File: config.mk
export PLATFORM = sky130hd
export DESIGN_NAME = pattern_scan_ctrl
export DESIGN_NICKNAME = d
export VERILOG_FILES = /design/src/rtl/pattern_scan_ctrl.sv
export SDC_FILE = /design/constraint.sdc
export NUM_CORES = 1
export LEC_CHECK = 0
export BUFFER_PORTS_ARGS = -buffer_cell sky130_fd_sc_hd__buf_2
export CORE_MARGIN = 3
export CORE_UTILIZATION = 60
export DETAILED_ROUTE_END_ITERATION = 10
export GPL_TIMING_DRIVEN = 0
export PLACE_DENSITY = 0.84
export SYNTH_ARGS = -nofsm -noshare
export SYNTH_HDL_FRONTEND = slang
export SYNTH_SLANG_ARGS = --single-unit
File: constraint.sdc
create_clock -name clk -period 3.4 [get_ports clk]
set_clock_uncertainty 0.1 [all_clocks]
set_input_delay 0.34 -clock clk [delete_from_list [all_inputs] [get_ports clk]]
set_output_delay 0.34 -clock clk [all_outputs]
set_load 0.005 [all_outputs]
File: src/rtl/pattern_scan_ctrl.sv
// Byte-stream scan controller: serializes accepted bytes MSB-first into a PAT_W-bit history
// and counts overlapping pattern matches over a win_len-byte window. Optional macro: SCAN_ABORT_EN.
module pattern_scan_ctrl #(
    parameter int PAT_W = 4,
    parameter int CNT_W = 8,
    parameter int WIN_W = 8
) (
    input  logic             clk,
    input  logic             rst,
    input  logic             start,
`ifdef SCAN_ABORT_EN
    input  logic             abort,
`endif
    input  logic [WIN_W-1:0] win_len,
    input  logic [PAT_W-1:0] pattern,
    input  logic             in_valid,
    input  logic [7:0]       in_data,
    output logic             in_ready,
    output logic             busy,
    output logic             detect,
    output logic             done,
    output logic [CNT_W-1:0] match_count
);

    localparam int SEEN_W = $clog2(PAT_W + 1);

    typedef enum logic [1:0] {
        S_IDLE  = 2'd0,
        S_WAIT  = 2'd1,
        S_SHIFT = 2'd2,
        S_DONE  = 2'd3
    } state_t;

    // Handshake: a byte transfers on a rising edge where in_valid && in_ready are both high;
    // in_ready depends only on the current state, never on in_valid.

    state_t              state_q, state_d;
    logic [PAT_W-1:0]    pat_q;
    logic [WIN_W-1:0]    bytes_left_q;
    logic [7:0]          byte_q;
    logic [2:0]          bit_idx_q;
    logic [PAT_W-1:0]    hist_q;
    logic [SEEN_W-1:0]   seen_q;
    logic [CNT_W-1:0]    count_q;
    logic                detect_q, detect_d;
    logic                done_q, done_d;

    logic                abort_w;
    logic [PAT_W-1:0]    hist_next;
    logic                seen_full;
    logic                hit;
    logic                last_bit;
    logic                last_byte;

`ifdef SCAN_ABORT_EN
    assign abort_w = abort;
`else
    assign abort_w = 1'b0;
`endif

    assign hist_next = {hist_q[PAT_W-2:0], byte_q[bit_idx_q]};
    assign seen_full = (seen_q >= SEEN_W'(PAT_W - 1));
    assign hit       = (state_q == S_SHIFT) && seen_full && (hist_next == pat_q);
    assign last_bit  = (bit_idx_q == 3'd0);
    assign last_byte = (bytes_left_q == WIN_W'(1));

    always_ff @(posedge clk or posedge rst) begin
        if (rst) begin
            state_q  <= S_IDLE;
            detect_q <= 1'b0;
            done_q   <= 1'b0;
        end else begin
            state_q  <= state_d;
            detect_q <= detect_d;
            done_q   <= done_d;
        end
    end

    always_comb begin
        state_d = state_q;
        case (state_q)
            S_IDLE: begin
                if (start) begin
                    state_d = (win_len == '0) ? S_DONE : S_WAIT;
                end
            end
            S_WAIT: begin
                if (abort_w) begin
                    state_d = S_DONE;
                end else if (in_valid) begin
                    state_d = S_SHIFT;
                end
            end
            S_SHIFT: begin
                if (abort_w) begin
                    state_d = S_DONE;
                end else if (last_bit) begin
                    state_d = last_byte ? S_DONE : S_WAIT;
                end
            end
            S_DONE: begin
                state_d = S_IDLE;
            end
            default: begin
                state_d = S_IDLE;
            end
        endcase
    end

    always_comb begin
        in_ready = (state_q == S_WAIT);
        busy     = (state_q != S_IDLE);
        detect_d = hit;
        done_d   = (state_d == S_DONE);
    end

    // A match on an aborting SHIFT cycle still counts: the shift and count run regardless of abort.
    always_ff @(posedge clk or posedge rst) begin
        if (rst) begin
            pat_q        <= '0;
            bytes_left_q <= '0;
            byte_q       <= '0;
            bit_idx_q    <= '0;
            hist_q       <= '0;
            seen_q       <= '0;
            count_q      <= '0;
        end else begin
            case (state_q)
                S_IDLE: begin
                    if (start) begin
                        pat_q        <= pattern;
                        bytes_left_q <= win_len;
                        hist_q       <= '0;
                        seen_q       <= '0;
                        count_q      <= '0;
                    end
                end
                S_WAIT: begin
                    if (in_valid && !abort_w) begin
                        byte_q    <= in_data;
                        bit_idx_q <= 3'd7;
                    end
                end
                S_SHIFT: begin
                    hist_q    <= hist_next;
                    seen_q    <= seen_full ? SEEN_W'(PAT_W) : seen_q + SEEN_W'(1);
                    bit_idx_q <= bit_idx_q - 3'd1;
                    if (hit && (count_q != '1)) begin
                        count_q <= count_q + CNT_W'(1);
                    end
                    if (last_bit) begin
                        bytes_left_q <= bytes_left_q - WIN_W'(1);
                    end
                end
                default: begin
                end
            endcase
        end
    end

    assign detect      = detect_q;
    assign done        = done_q;
    assign match_count = count_q;

endmodule
# [Word level (Yosys, flattened, before mapping)]
# Index checks and enable logic that the tools add are counted.
# W data, S select, Z words.
[classes] magnitude_cmp=2 add_sub_neg=4 n_reduce_logical=15 n_eq_ne=11 muxes=21
[op_table] operator="$mux W8" n=4
[op_table] operator="$pmux W8 S2" n=2
[op_table] operator="$pmux W3 S2" n=3
[op_table] operator="$mux W3" n=4
[op_table] operator="$mux W2" n=5
[op_table] operator="$add A8 B1 Y8 const B" n=1
[op_table] operator="$eq A8 B1 Y1 const B" n=1
[op_table] operator="$logic_not A8 Y1" n=1
[op_table] operator="$ne A8 B8 Y1 const B" n=1
[op_table] operator="$pmux W2 S4" n=1
[op_table] operator="$reduce_and A2 Y1" n=4
[op_table] operator="$sub A8 B1 Y8 const B" n=1
[op_table] operator="$eq A2 B2 Y1 const B" n=3
[op_table] operator="$ne A2 B2 Y1 const B" n=3
[op_table] operator="$reduce_and A3 Y1" n=2
[op_table] operator="$reduce_bool A2 Y1" n=3
[op_table] operator="$eq A4 B4 Y1" n=1
[op_table] operator="$lt A3 B4 Y1 const B" n=1
[op_table] operator="$add A3 B1 Y3 const B" n=1
[op_table] operator="$bmux W1 S3" n=1
[op_table] operator="$ge A3 B2 Y1 const B" n=1
[op_table] operator="$logic_and A1 B1 Y1" n=3
[op_table] operator="$logic_not A3 Y1" n=1
[op_table] operator="$sub A3 B1 Y3 const B" n=1
[op_table] operator="other kinds (4)" n=4
[totals] regBits=41 input_bits=24 word_cells=63

# [Depth between registers and ports, before layout]
[logic_depth] depth_word=7 ltp_mapped=7

# [Worst setup path after synthesis]
# OpenSTA, ideal clock, no wires.
[synth_timing] path_kind="register -> register" start="register seen_q[0]" end="register count_q[5], in the netlist match_count[5]" path_slack_ns=1.314 setup_time_ns=0.121 arrival_time_ns=1.865 synth_period_minus_slack_ns=2.086 path_stages_with_launch=8 n_path_buf=0 t_required_ns=3.179 path_cell_list="dfrtp_1 > ha_1 > ha_1 > a211oi_1 > nor3_1 > nand4b_1 > a32o_1 > a22o_1"
[synth_between] elab_chain_cells=6
[synth_lines] element="from (decl)" line="43" source="logic [SEEN_W-1:0] seen_q;"
[synth_lines] element="from (signal assigned)" line="146" source="seen_q <= seen_full ? SEEN_W'(PAT_W) : seen_q + SEEN_W'(1);"
[synth_lines] element="$ge A3 B2 Y1" line="62" source="assign seen_full = (seen_q >= SEEN_W'(PAT_W - 1));"
[synth_lines] element="$logic_and A1 B1 Y1 (2 in series)" line="63" source="assign hit = (state_q == S_SHIFT) && seen_full && (hist_next == pat_q);"
[synth_lines] element="$logic_and A1 B1 Y1" line="148" source="if (hit && (count_q != '1)) begin"
[synth_lines] element="$ne A2 B1 Y1 (no source line)"
[synth_lines] element="$reduce_and A3 Y1 (no source line)"
[synth_lines] element="to (signal assigned)" line="149" source="count_q <= count_q + CNT_W'(1);"
[synth_lines] element="to (decl)" line="44" source="logic [CNT_W-1:0] count_q;"
# No other way between the ends.
# A chain may end at the register's enable or synchronous reset.

# [Final worst setup path]
# Same ends and word-level chain as after synthesis.

==> flow_metrics.tcl <==
set metrics [dict create \
    status "completed" \
    end_kind "register" \
    post_cts_buffers 0 \
    dr_total_vias 1786 \
    synthArstFlopShare_pct 100 \
    critPathKind "register to register" \
    postSynthCellCount 214 \
    path_common_cell "ha_1" \
    htree_levels 2 \
    cts_hold_buf 0 \
    timing.final.crit_share_pct 72.4 \
    final_cell_area_sq_mm 0.00248 \
    cp.required_ns 3.56 \
    p_leak_nw 1.20 \
    synth_area_per_cell_sq_um 10.1 \
    syn_nets 245 \
    yosys_warnings 0 \
    ys_seq_area_share_pct 47.3 \
    dp_slack_ns 0.988 \
    drt_iter0_markers 126 \
    setup_viol 0 \
    final_net_count 287 \
    multi_input_area_sq_mm 0.00108 \
    vdd_drop_max_mv 0.610 \
    cts_made_buffers 5 \
    worstPathCellList "ha_1 > ha_1 > a211oi_1 > nor3_1 > nand4b_1 > a32o_1 > a22o_1" \
    finalMaxSlewViolations 0 \
    first_global_vias 1797 \
    crit_arrival_ns 2.63 \
    place_area_sq_mm 0.00240 \
    critical_path.max_fanout 5 \
    rows 21 \
    antenna_cells 0 \
    powerDensity_mw_per_mm2 811 \
    synth_area_leader_cell "dfrtp_1" \
    drc_errors 0 \
    wl_per_cell_um 15.3 \
    die_area_sq_mm 0.00438 \
    die_x_um 66.2 \
    grt.total_usage_pct 24.4 \
    vias_per_cell 5.91 \
    total_power_mw 2.01 \
    fillers 260 \
    gp_congestion 0.850 \
    start_util_pct 63.6 \
    ys_dominant_reg_cell "dfrtp_1" \
    start_kind "register" \
    grt_max_degree 42 \
    synth_cell_types 47 \
    tightest_slew_ns 0.829 \
    crit_slowest_cell "nor3_1" \
    synth_top_area_share_pct 47.3 \
    first_pass_iters 5 \
    period_needed_ns 2.46 \
    finalWorstSetupSlack_ns 0.937 \
    core_area_sq_mm 0.00342 \
    synth_area_leaders "dfrtp_1, mux2_2, nand2_1, ha_1, o21ai_0" \
    synth_seq_cells 41 \
    area_growth_syn_to_layout_pct 14.1 \
    cts.sinks 41 \
    synth_edf_count 0 \
    grt_pass1_wl_um 8110 \
    ios 36 \
    hp-class "primary input to async pin" \
    relSlewSlack_pct 44.7 \
    rsz0062_at_grt "false" \
    dp.final_hpwl_um 3260 \
    routed_wl_um 4610 \
    post_cts_resized 0 \
    ff_latch_area_sq_mm 0.00103 \
    syn_area_sq_mm 0.00217 \
    die_h_um 66.2 \
    io_buffers 35 \
    drive_gt1_share_pct 23.4 \
    hold_viol_final 0 \
    clockRootBuffer "clkbuf_4" \
    crit_path_max_incr_delay_ns 0.52 \
    clockBufferDepth 2 \
    utilization_pct 72.5 \
    clk_latency_ns 0.36 \
    cts.clk_slew.worst_paths_ns 0.13 \
    cap_viol_max_count 0 \
    overflow 0 \
    cts_tree "yes" \
    setup_tns_ns 0 \
    antenna_left 0 \
    clock.fmax_mhz 406 \
    antenna_found_initial 0 \
]
-- cell families (layout without fill, tap and decap cells) --
| kind of cell | count (synthesis) | count (layout) | synth area share, % |
|---|---|---|---|
| fa+ha+maj | 7 | 7 | 4.03 |
| flops | 41 | 41 | 47.3 |
| mux | 11 | 11 | 7.61 |
| simple gates | 77 | 77 | 18.3 |
| buf+inv | 16 | 58 | 3.11 |
| compound gates | 57 | 57 | 17.7 |
| xor+xnor | 5 | 5 | 2.02 |
-- where the power goes --
group	switching [mW]	internal (mW)
clock network	0.161	0.150
registers	0.165	0.671
logic	0.481	0.379
total	0.807	1.20
-- synth_stat cells (3+ instances only) --
master,instances
nand3_1,6
o22a_1,3
nor3_1,9
dfrtp_1,41
a22o_1,3
nor2_1,13
clkbuf_1,5
and3_1,5
a211oi_1,3
ha_1,7
xor2_1,4
a31oi_1,3
o21ai_0,15
inv_1,9
a21oi_1,13
nor2b_1,3
mux2_2,8
nand2_1,24
-- sequential cells by signal, summed over array words and instances, names as in the netlist --
name          count
bit_idx_q         3
byte_q            8
bytes_left_q      8
detect            1
done              1
hist_q            3
match_count       8
pat_q             4
seen_q            3
state_q           2
-- routing by layer --
layer / routed length [um] / up-vias / global-route usage (%) / part of all wire (%)
met5: 0 / - / 0 / 0
met4: 56 / 0 / 9.90 / 1.2
met3: 257 / 8 / 5.78 / 5.6
met2: 2250 / 58 / 38.3 / 49
met1: 2040 / 845 / 32.4 / 44
li1: - / 875 / - / -
-- final cells by class --
| type | count | area share [%] |
|---|---|---|
| multi-input combinational | 157 | 43.5 |
| buffer | 7 | 1.36 |
| tap | 46 | 2.32 |
| clock buffer | 5 | 1.52 |
| clock inverter | 2 | 1.41 |
| inverter | 9 | 1.36 |
| timing repair buffer | 35 | 7.07 |
| sequential | 41 | 41.4 |
-- cell usage in the layout (no fill, tap or decap), types with 2 or more instances in the layout --
cell type	count
xor2_1	4
nor2b_1	3
nand4_1	2
clkbuf_4	5
a22o_1	3
nor4_1	2
clkbuf_1	5
inv_1	8
mux2_2	8
a31oi_1	3
nand3_1	6
nor3_1	9
nor2_1	13
buf_2	35
a21oi_1	13
o22a_1	3
nand2_1	24
mux4_1	2
o21bai_1	2
and2_1	2
nor3b_1	2
a211oi_1	3
a32o_1	2
ha_1	7
o21ai_0	15
o22a_2	2
and3_1	5
or3_1	2
nand4b_1	2
dfrtp_1	41
a22oi_1	2
-- worst max-delay path, delay by kind of cell (launching register included) --
kind	cells	cell delay, ns
flops	1	0.42
compound gates	3	0.65
simple gates	2	0.85
fa+ha+maj	2	0.33
-- final timing paths --
check	start	to	slack, ns	cells after the start
worst max-delay path	seen_q[0]	match_count[5]	0.94	7
min in group clk	pattern[2]	pat_q[2]	0.06	3
max in group asynchronous	rst	bytes_left_q[0]	2.65	2
worst max register to register	seen_q[0]	match_count[5]	0.94	7
worst min-delay path	rst	seen_q[0]	0.02	2
worst min register to register	byte_q[4]	byte_q[4]	0.42	1
-- stage by stage --
stage | hold slack, ns | cells
finish | 0.0200 | 302
global route | 0.0637 | 302
global placement | 0.383 | 295
CTS | 0.0447 | 302
floorplan | 0.345 | 214
detailed placement | 0.392 | 295
Power figures use the tool's default switching activity.
